==> src/rtl/twi_target_pkg.sv <==
// rtl/twi_target_pkg.sv - shared TWI target state encodings and default address
package twi_target_pkg;

    typedef enum logic [2:0] {
        ST_IDLE,
        ST_ADDR,
        ST_ADDR_ACK,
        ST_WR_DATA,
        ST_WR_ACK,
        ST_RD_DATA,
        ST_RD_ACK,
        ST_WAIT_STOP
    } twi_state_t;

    localparam logic [6:0] TWI_DEF_ADDR = 7'h50;

endpackage

==> src/rtl/twi_target_if.sv <==
// rtl/twi_target_if.sv - TWI bus pins plus fabric-side byte handshake
interface twi_target_if;

    logic       twi_scl_i;
    logic       twi_sda_i;
    logic       twi_sda_oen;
    logic [7:0] rx_data;
    logic       rx_vld;
    logic [7:0] tx_data;
    logic       tx_load;
    logic       start_det;
    logic       stop_det;
    logic       busy;
    logic       rd_mode;

    modport slave (
        input  twi_scl_i, twi_sda_i, tx_data,
        output twi_sda_oen, rx_data, rx_vld, tx_load, start_det, stop_det, busy, rd_mode
    );

    modport master (
        output twi_scl_i, twi_sda_i, tx_data,
        input  twi_sda_oen, rx_data, rx_vld, tx_load, start_det, stop_det, busy, rd_mode
    );

endinterface

==> src/rtl/twi_in_filter.sv <==
// rtl/twi_in_filter.sv - 2-FF synchronizer, FILT_LEN stability filter, edge pulses
module twi_in_filter #(
    parameter int FILT_LEN = 3
) (
    input  logic clk,
    input  logic rst,
    input  logic din,
    output logic level,
    output logic rise,
    output logic fall
);

    localparam logic [2:0] CNT_MAX = 3'(FILT_LEN - 1);

    logic [1:0] sync;
    logic [2:0] cnt;
    logic       level_prev;

    // Level only moves after FILT_LEN consecutive disagreeing samples.
    always_ff @(posedge clk or posedge rst) begin
        if (rst) begin
            sync       <= 2'b11;
            cnt        <= 3'd0;
            level      <= 1'b1;
            level_prev <= 1'b1;
        end else begin
            sync       <= {sync[0], din};
            level_prev <= level;
            if (sync[1] != level) begin
                if (cnt == CNT_MAX) begin
                    level <= sync[1];
                    cnt   <= 3'd0;
                end else begin
                    cnt <= cnt + 3'd1;
                end
            end else begin
                cnt <= 3'd0;
            end
        end
    end

    assign rise = level & ~level_prev;
    assign fall = ~level & level_prev;

endmodule

==> src/rtl/twi_target.sv <==
// rtl/twi_target.sv - TWI target: address match, write bytes out, read bytes in
module twi_target
    import twi_target_pkg::*;
#(
    parameter logic [6:0] SLV_ADDR = TWI_DEF_ADDR,
    parameter int         FILT_LEN = 3
) (
    input  logic         CLK_I,
    input  logic         RST_I,
    twi_target_if.slave  bus
);

    logic scl, scl_rise, scl_fall;
    logic sda, sda_rise, sda_fall;

    twi_in_filter #(.FILT_LEN(FILT_LEN)) u_scl_filt (
        .clk(CLK_I), .rst(RST_I), .din(bus.twi_scl_i),
        .level(scl), .rise(scl_rise), .fall(scl_fall)
    );

    twi_in_filter #(.FILT_LEN(FILT_LEN)) u_sda_filt (
        .clk(CLK_I), .rst(RST_I), .din(bus.twi_sda_i),
        .level(sda), .rise(sda_rise), .fall(sda_fall)
    );

    logic start_ev, stop_ev;
    assign start_ev = sda_fall & scl;
    assign stop_ev  = sda_rise & scl;

    twi_state_t state_q, state_d;
    logic [2:0] cnt_q, cnt_d;
    logic [7:0] sh_q, sh_d, rx_data_q, rx_data_d;
    logic       oen_q, oen_d, busy_q, busy_d, rd_q, rd_d;
    logic       rx_vld_q, rx_vld_d, tx_load_q, tx_load_d;
    logic       start_q, start_d, stop_q, stop_d;

    always_ff @(posedge CLK_I or posedge RST_I) begin
        if (RST_I) begin
            state_q   <= ST_IDLE;
            cnt_q     <= 3'd0;
            sh_q      <= 8'h00;
            rx_data_q <= 8'h00;
            oen_q     <= 1'b1;
            busy_q    <= 1'b0;
            rd_q      <= 1'b0;
            rx_vld_q  <= 1'b0;
            tx_load_q <= 1'b0;
            start_q   <= 1'b0;
            stop_q    <= 1'b0;
        end else begin
            state_q   <= state_d;
            cnt_q     <= cnt_d;
            sh_q      <= sh_d;
            rx_data_q <= rx_data_d;
            oen_q     <= oen_d;
            busy_q    <= busy_d;
            rd_q      <= rd_d;
            rx_vld_q  <= rx_vld_d;
            tx_load_q <= tx_load_d;
            start_q   <= start_d;
            stop_q    <= stop_d;
        end
    end

    // In the ACK states cnt_q acts as a phase flag: 0 before the ACK slot opens, 1 inside it.
    always_comb begin
        state_d   = state_q;
        cnt_d     = cnt_q;
        sh_d      = sh_q;
        rx_data_d = rx_data_q;
        oen_d     = oen_q;
        busy_d    = busy_q;
        rd_d      = rd_q;
        rx_vld_d  = 1'b0;
        tx_load_d = 1'b0;
        start_d   = 1'b0;
        stop_d    = 1'b0;
        if (start_ev) begin
            state_d = ST_ADDR;
            cnt_d   = 3'd0;
            oen_d   = 1'b1;
            busy_d  = 1'b0;
            start_d = 1'b1;
        end else if (stop_ev) begin
            state_d = ST_IDLE;
            cnt_d   = 3'd0;
            oen_d   = 1'b1;
            busy_d  = 1'b0;
            stop_d  = 1'b1;
        end else begin
            case (state_q)
                ST_ADDR: if (scl_rise) begin
                    sh_d  = {sh_q[6:0], sda};
                    cnt_d = cnt_q + 3'd1;
                    if (cnt_q == 3'd7) begin
                        if (sh_q[6:0] == SLV_ADDR) begin
                            rd_d    = sda;
                            busy_d  = 1'b1;
                            state_d = ST_ADDR_ACK;
                        end else begin
                            state_d = ST_WAIT_STOP;
                        end
                    end
                end
                ST_ADDR_ACK, ST_WR_ACK: if (scl_fall) begin
                    if (cnt_q == 3'd0) begin
                        oen_d = 1'b0;
                        cnt_d = 3'd1;
                        if (state_q == ST_ADDR_ACK && rd_q) begin
                            tx_load_d = 1'b1;
                            sh_d      = bus.tx_data;
                        end
                    end else begin
                        cnt_d = 3'd0;
                        if (state_q == ST_ADDR_ACK && rd_q) begin
                            oen_d   = sh_q[7];
                            state_d = ST_RD_DATA;
                        end else begin
                            oen_d   = 1'b1;
                            state_d = ST_WR_DATA;
                        end
                    end
                end
                ST_WR_DATA: if (scl_rise) begin
                    sh_d  = {sh_q[6:0], sda};
                    cnt_d = cnt_q + 3'd1;
                    if (cnt_q == 3'd7) begin
                        rx_data_d = {sh_q[6:0], sda};
                        rx_vld_d  = 1'b1;
                        state_d   = ST_WR_ACK;
                    end
                end
                ST_RD_DATA: if (scl_fall) begin
                    if (cnt_q == 3'd7) begin
                        oen_d   = 1'b1;
                        cnt_d   = 3'd0;
                        state_d = ST_RD_ACK;
                    end else begin
                        oen_d = sh_q[6];
                        sh_d  = {sh_q[6:0], 1'b0};
                        cnt_d = cnt_q + 3'd1;
                    end
                end
                ST_RD_ACK: begin
                    if (cnt_q == 3'd0) begin
                        if (scl_rise) begin
                            if (!sda) begin
                                tx_load_d = 1'b1;
                                sh_d      = bus.tx_data;
                                cnt_d     = 3'd1;
                            end else begin
                                busy_d  = 1'b0;
                                state_d = ST_WAIT_STOP;
                            end
                        end
                    end else if (scl_fall) begin
                        oen_d   = sh_q[7];
                        cnt_d   = 3'd0;
                        state_d = ST_RD_DATA;
                    end
                end
                ST_WAIT_STOP: begin
                    oen_d  = 1'b1;
                    busy_d = 1'b0;
                end
                default: ;
            endcase
        end
    end

    assign bus.twi_sda_oen = oen_q;
    assign bus.rx_data     = rx_data_q;
    assign bus.rx_vld      = rx_vld_q;
    assign bus.tx_load     = tx_load_q;
    assign bus.start_det   = start_q;
    assign bus.stop_det    = stop_q;
    assign bus.busy        = busy_q;
    assign bus.rd_mode     = rd_q;

endmodule

==> src/flat_wrapper.sv <==
// flat-port wrapper written by rule: the top's interface ports become plain ports
module twi_target_flat import twi_target_pkg::*;
#(
    parameter logic [6:0] SLV_ADDR = TWI_DEF_ADDR,
    parameter int         FILT_LEN = 3
)
  (CLK_I, RST_I, bus_twi_scl_i, bus_twi_sda_i, bus_tx_data, bus_twi_sda_oen, bus_rx_data, bus_rx_vld, bus_tx_load, bus_start_det, bus_stop_det, bus_busy, bus_rd_mode);
  twi_target_if bus_i ();
  input  logic CLK_I;
  input  logic RST_I;
  input wire logic [$bits(bus_i.twi_scl_i)-1:0] bus_twi_scl_i;
  input wire logic [$bits(bus_i.twi_sda_i)-1:0] bus_twi_sda_i;
  input wire logic [$bits(bus_i.tx_data)-1:0] bus_tx_data;
  output wire logic [$bits(bus_i.twi_sda_oen)-1:0] bus_twi_sda_oen;
  output wire logic [$bits(bus_i.rx_data)-1:0] bus_rx_data;
  output wire logic [$bits(bus_i.rx_vld)-1:0] bus_rx_vld;
  output wire logic [$bits(bus_i.tx_load)-1:0] bus_tx_load;
  output wire logic [$bits(bus_i.start_det)-1:0] bus_start_det;
  output wire logic [$bits(bus_i.stop_det)-1:0] bus_stop_det;
  output wire logic [$bits(bus_i.busy)-1:0] bus_busy;
  output wire logic [$bits(bus_i.rd_mode)-1:0] bus_rd_mode;
  assign bus_i.twi_scl_i = bus_twi_scl_i;
  assign bus_i.twi_sda_i = bus_twi_sda_i;
  assign bus_i.tx_data = bus_tx_data;
  assign bus_twi_sda_oen = bus_i.twi_sda_oen;
  assign bus_rx_data = bus_i.rx_data;
  assign bus_rx_vld = bus_i.rx_vld;
  assign bus_tx_load = bus_i.tx_load;
  assign bus_start_det = bus_i.start_det;
  assign bus_stop_det = bus_i.stop_det;
  assign bus_busy = bus_i.busy;
  assign bus_rd_mode = bus_i.rd_mode;
  twi_target #(.SLV_ADDR(SLV_ADDR), .FILT_LEN(FILT_LEN)) u_core (.CLK_I(CLK_I), .RST_I(RST_I), .bus(bus_i));
endmodule
==> config.mk <==
export PLATFORM = sky130hd
export DESIGN_NAME = twi_target_flat
export DESIGN_NICKNAME = d
export VERILOG_FILES = /design/src/rtl/twi_target_pkg.sv /design/src/rtl/twi_target_if.sv /design/src/rtl/twi_in_filter.sv /design/src/rtl/twi_target.sv /design/src/flat_wrapper.sv
export SDC_FILE = /design/constraint.sdc
export NUM_CORES = 1
export LEC_CHECK = 0
export ABC_AREA = 1
export BUFFER_PORTS_ARGS = -buffer_cell sky130_fd_sc_hd__buf_2
export CORE_UTILIZATION = 58
export DETAILED_ROUTE_END_ITERATION = 12
export PLACE_DENSITY = 0.87
export SLEW_MARGIN = 30
export SYNTH_ARGS = -nofsm -noshare
export SYNTH_HDL_FRONTEND = slang
export SYNTH_SLANG_ARGS = --single-unit
==> constraint.sdc <==
create_clock -name CLK_I -period 2.3 [get_ports CLK_I]
set_input_delay 0.345 -clock CLK_I [delete_from_list [all_inputs] [get_ports CLK_I]]
set_output_delay 0.345 -clock CLK_I [all_outputs]
set_load 0.005 [all_outputs]
==> results of run 1 <==
path summary, 6_finish.rpt:
kind                       cells past startpoint                         to                 startpoint  slack, ns
max                                            8             u_core.sh_q[3]    u_core.u_sda_filt.level       0.37
min                                            1  u_core.u_sda_filt.sync[0]              bus_twi_sda_i       0.13
max reg2reg                                    8             u_core.sh_q[3]    u_core.u_sda_filt.level       0.37
min reg2reg                                    0  u_core.u_scl_filt.sync[1]  u_core.u_scl_filt.sync[0]       0.36
max in group asynchronous                      3     u_core.bus.twi_sda_oen                      RST_I       1.75
min in group asynchronous                      3      u_core.bus.rx_data[5]                      RST_I       0.15
sequential cells by signal, summed over array words and instances, names as in the netlist:
name / cells
u_core.u_sda_filt.level: 1
u_core.bus.busy: 1
u_core.bus.rx_data: 8
u_core.u_scl_filt.sync: 2
u_core.u_sda_filt.sync: 2
u_core.u_sda_filt.cnt: 3
u_core.u_scl_filt.level: 1
u_core.bus.tx_load: 1
u_core.cnt_q: 3
u_core.sh_q: 8
u_core.u_sda_filt.level_prev: 1
u_core.u_scl_filt.level_prev: 1
u_core.bus.rx_vld: 1
u_core.bus.twi_sda_oen: 1
u_core.bus.start_det: 1
u_core.u_scl_filt.cnt: 3
u_core.state_q: 3
u_core.bus.stop_det: 1
u_core.bus.rd_mode: 1
report_power, final:
group | switching [mW] | total (mW) | leakage, nW | internal [mW]
logic | 1.40 | 2.16 | 0.797 | 0.753
registers | 0.262 | 1.29 | 0.541 | 1.03
clock network | 0.257 | 0.469 | 0.0412 | 0.212
cells by family after synthesis:
logic type               count (synthesis)  synth area share
AND/OR/NAND/NOR                        167            0.3236
multiplexers                             2          0.008218
AO/OA/AOI/OAI                           43            0.1027
XOR/XNOR                                 3           0.01079
adder cells (fa/ha/maj)                  3           0.01541
buffers and inverters                   45           0.09296
flip-flops                              43            0.4463
final cells by class:
class | count | share of cell area
Timing Repair Buffer | 27 | 0.05236
Clock buffer | 6 | 0.02761
Sequential cell | 43 | 0.4136
Tap cell | 50 | 0.02380
Inverter | 35 | 0.05093
Multi-Input combinational cell | 218 | 0.4269
Clock inverter | 2 | 0.004760
placed cells by master, fill, tap and decap left out, drive strengths merged:
| cell type | synthesis | layout |
|---|---|---|
| xor2 | 1 | 1 |
| nor3 | 5 | 5 |
| clkbuf | 0 | 6 |
| nand4 | 3 | 3 |
| nor3b | 2 | 2 |
| mux2i | 2 | 2 |
| clkinvlp | 0 | 1 |
| and3 | 1 | 1 |
| o21ai | 31 | 31 |
| nor2 | 39 | 39 |
| dfstp | 9 | 9 |
| o211ai | 1 | 1 |
| a31oi | 2 | 2 |
| nand3b | 1 | 1 |
| o21a | 1 | 1 |
| xnor2 | 2 | 2 |
| dfrtp | 34 | 34 |
| nand3 | 30 | 30 |
| clkinv | 0 | 1 |
| nand2 | 86 | 86 |
| ha | 3 | 3 |
| a21oi | 8 | 8 |
| buf | 10 | 27 |
| inv | 35 | 35 |
per-layer routing:
metal,vias to the layer above,GRT usage,share of wire
met5,-,0,0
met1,940,0.3370,0.44
met3,12,0.04795,0.065
met2,82,0.4015,0.47
li1,1034,-,-
met4,0,0.1090,0.022
critical path: cells and delay by family (launching register included):
kind	cells	cell delay, ns
flops	1	0.63
buf+inv	1	0.10
simple gates	6	1.03
compound gates	1	0.05
synth_stat cells, drive strengths merged:
| library cell | count | area, um^2 |
|---|---|---|
| a21oi | 8 | 40.04 |
| a31oi | 2 | 12.51 |
| and3 | 1 | 11.26 |
| buf | 10 | 92.58 |
| dfrtp | 34 | 850.8 |
| dfstp | 9 | 236.5 |
| ha | 3 | 37.54 |
| inv | 35 | 133.9 |
| mux2i | 2 | 20.02 |
| nand2 | 86 | 360.4 |
| nand3 | 30 | 170.2 |
| nand3b | 1 | 7.510 |
| nand4 | 3 | 18.77 |
| nor2 | 39 | 180.2 |
| nor3 | 5 | 25.02 |
| nor3b | 2 | 15.01 |
| o211ai | 1 | 7.510 |
| o21a | 1 | 8.760 |
| o21ai | 31 | 181.4 |
| xnor2 | 2 | 17.52 |
| xor2 | 1 | 8.760 |
==> flow_summary.toml, run 1 <==
[power_and_ir_drop]
power_density_nw_per_um2 = 1491
finalPower_mw = 3.918
peakVddDrop_uv = 735.9
p_leak_nw = 1.379

[sta]
hold_ws_ns = 0.1344
setup_viol = 0
min_period_ns = 1.927
max_slew_margin = 0.6485
finalHoldViolCount = 0
worst_pin_slew_ns = 0.5272
period_share = 0.8379
rsz0062_at_grt = "false"
worst_clock_skew_ns = 0.006982
slew_violations = 0
timing.fmax_ghz = 0.5189
worst_slack_ns = 0.3728
setup_tns_ns = 0

[floorplan]
io_pins = 27
fp.dieW_um = 66.81
rows = 23
initial_utilization = 0.6047
die_y_um = 66.81
fp.coreArea_um2 = 4029
dieArea_um2 = 4464

[yosys]
ys_warn_count = 0
synth-seq-area-share = 0.4463
synth.avg_cell_area_um2 = 7.961
synth_seq_cells = 43
yosysUniqueCellTypes = 33
syn_inst = 306
netlist_area_um2 = 2436
synth_nets = 321

[place]
dp_hpwl_um = 3645
dpl.cell_count = 373
place_congestion = 0.9325
dp_slack_ns = 0.3896
dpl-instance-area_um2 = 2544
io_buffers = 26

[finish]
antenna_cells = 0
area_growth_pct = 7.910
finalInstanceArea_um2 = 2629
final_layout_size_suffix_gt1_frac = 0.2296
layout.area.seq_um2 = 1087
n_fill_cell = 338
final_core_util = 0.6525
multi_input_area_um2 = 1122
layout.nets = 345
stdcell_count = 381

[setup_path]
startpoint_type = "register"
worstSetupEndpointType = "register"
cp_max_fo = 15
cpMaxStageDelayCell = "dfstp_2"
cp_cell_sequence = "inv_2, nand3_1, nand2_1, nor2_1, and3_4, nand2_4, nand2_1, o21ai_2"
arrival_ns = 2.11
cp.required_ns = 2.49
cpMostUsedCell = "nand2_1"
path_class = "register to register"
cpPeakStageDelay_ns = 0.63

[route]
drtAntennaViolNets = 0
routedWlPerCell_um = 13.04
vias_per_cell = 5.428
routed_wl_um = 4967
drc = 0
drtIter0Drc = 185
dr.pass1.iters = 4
via_count = 2068

[clock_network]
clkTransAtPathRegs_ns = 0.08
postCtsSetupRepairBufs = 0
cts_resized = 0
htreeDepth = 2
clockBufferDepth = 2
cts.sinks = 43
cts_buffers = 5
ctsHoldBuffers = 0
cts_tree = "done"
clock_latency_ns = 0.30
cts_root_buf = "clkbuf_8"

[global_routing]
antenna_found_initial = 0
grt_max_degree = 44
track_usage = 0.2536
grt_pass1_wl_um = 8411
grt_pass1_vias = 1915
overflow = 0

[outcome]
outcome = "finished, final reports clean"

[worst_hold_path]
hp-class = "input port to register"

[run]
max_cap_viol_count = 0
No activity file was read; power rests on OpenSTA's default activity.
==> run 2: changes to the inputs <==
- CORE_UTILIZATION: 58 -> 52
- PLACE_DENSITY: 0.87 -> 0.83
- clock period: 2.3 -> 1.7 ns (I/O delays scaled with it)
==> run 2 against run 1 <==
The run now ends with setup timing left; first-iteration DRC count grew 46%; critical path type unchanged; cell count grew 7.9%; cell area grew 17%; global-route usage shrank 1.3 points; worst hold slack lost 0.092 ns; worst setup slack lost 0.43 ns; clock skew shrank 0.00060 ns; highest routed layer unchanged.
==> flow_summary.toml, run 2 (synthesis results as in run 1) <==
[clock_network]
cts_tree = "done"
htreeDepth = 2
cts_buffers = 5
cts_root_buf = "clkbuf_8"
cts.sinks = 43
clockBufferDepth = 2
clock_latency_ns = 0.31
clkTransAtPathRegs_ns = 0.09

[floorplan]
fp.dieW_um = 70.45
initial_utilization = 0.5519
dieArea_um2 = 4963
die_y_um = 70.45
rows = 24
fp.coreArea_um2 = 4414
io_pins = 27

[setup_path]
arrival_ns = 1.95
worstSetupEndpointType = "register"
cp_max_fo = 8
startpoint_type = "register"
cp.required_ns = 1.89
path_class = "register to register"

[finish]
n_fill_cell = 331
final_common_cell = "nand2_1"
layout_common_cells = "nand2_1 (69), inv_1 (31), dfrtp_1 (31)"
multi_input_area_um2 = 1270
final_layout_size_suffix_gt1_frac = 0.3621
area_growth_pct = 25.73
antenna_cells = 0
final_core_util = 0.6939
layout.area.seq_um2 = 1091
layout.nets = 373
stdcell_count = 411

[sta]
worst_clock_skew_ns = 0.006380
setup_tns_ns = -0.3464
max_slew_margin = 0.6455
worst_slack_ns = -0.05276
rsz0062_at_grt = "true"
timing.fmax_ghz = 0.5705
finalHoldViolCount = 0
min_period_ns = 1.753
worst_pin_slew_ns = 0.5318
period_share = 1.031
slew_violations = 0
setup_viol = 13

[global_routing]
use_met3 = 0.05195
grt_max_degree = 44
overflow = 0
antenna_found_initial = 0
grt_pass1_wl_um = 9356
grt_pass1_vias = 2039
track_usage = 0.2402
grt_util_met1 = 0.3143
top_usage_layer = "met2"
use_met2 = 0.3820

[power_and_ir_drop]
power_density_nw_per_um2 = 2187
finalPower_mw = 6.698
peakVddDrop_uv = 1159
p_leak_nw = 1.571

[route]
vias_per_cell = 5.460
routedWlPerCell_um = 14.69
via_count = 2244
routed_wl_um = 6039
drc = 0
dr.pass1.iters = 6
drtAntennaViolNets = 0
drtIter0Drc = 270

[place]
place_congestion = 0.9262
io_buffers = 26
dpl.cell_count = 393
dp_hpwl_um = 4015

[worst_hold_path]
hp-class = "input port to register"

[outcome]
outcome = "complete, but fails checks"
violations = "setup timing"

[run]
max_cap_viol_count = 0
[run 2: through the flow]
stage	instance area (um^2)	hold WS, ns	setup slack (ns)
6_report	3063	0.04197	-0.05276
5_1_grt	3063	0.03141	-0.1299
4_1_cts	2831	0.03825	0.006883
3_5_place_dp	2681	0.3526	-0.05594
3_3_place_gp	2681	0.3454	0.01883
2_1_floorplan	2436	0.2595	0.1156
[run 2: report_power, final]
group,total [mW],internal [mW],switching (mW)
Clock,0.992,0.597,0.396
Combinational,3.95,1.56,2.39
Sequential,1.76,1.40,0.353
Total,6.70,3.56,3.14
[run 2: routing by layer]
metal,part of all wire,vias up
met5,0,-
met4,0.034,0
met3,0.062,20
met2,0.48,104
met1,0.43,1036
li1,-,1084
[run 2: critical path, stage by stage, from the launching register on]
cell and delay, ns:
dfstp_2 0.44, buf_4 0.18, nor2_2 0.16, inv_1 0.12, o21ai_0 0.23, and3_4 0.30
nand2_8 0.08, nand2_1 0.08, o21ai_2 0.05
[run 2: worst paths after layout]
path,startpoint,to,slack (ns),cells after the start
max,u_core.u_scl_filt.level,u_core.sh_q[3],-0.05,8
min,bus_twi_sda_i,u_core.u_sda_filt.sync[0],0.04,1
max reg2reg,u_core.u_scl_filt.level,u_core.sh_q[3],-0.05,8
min reg2reg,u_core.u_sda_filt.sync[0],u_core.u_sda_filt.sync[1],0.36,0
max in group asynchronous,RST_I,u_core.state_q[0],1.25,3
min in group asynchronous,RST_I,u_core.u_sda_filt.cnt[0],0.07,3
[run 2: repair_timing]
item | in CTS | in global routing
gates resized for setup | 2 | 45
hold endpoints to repair | 0 | 0
buffers inserted | 0 | 9
pin swaps | 0 | 18
setup endpoints to repair | 7 | 25
gates cloned | 0 | 1
hold buffers | 0 | 0
[run 2: layout make-up]
| cell class | instances | share of cell area |
|---|---|---|
| Clock inverter | 3 | 0.02328 |
| Clock buffer | 5 | 0.02247 |
| Timing Repair Buffer | 54 | 0.1185 |
| Tap cell | 52 | 0.02124 |
| Inverter | 35 | 0.04371 |
| Multi-Input combinational cell | 219 | 0.4146 |
| Sequential cell | 43 | 0.3562 |
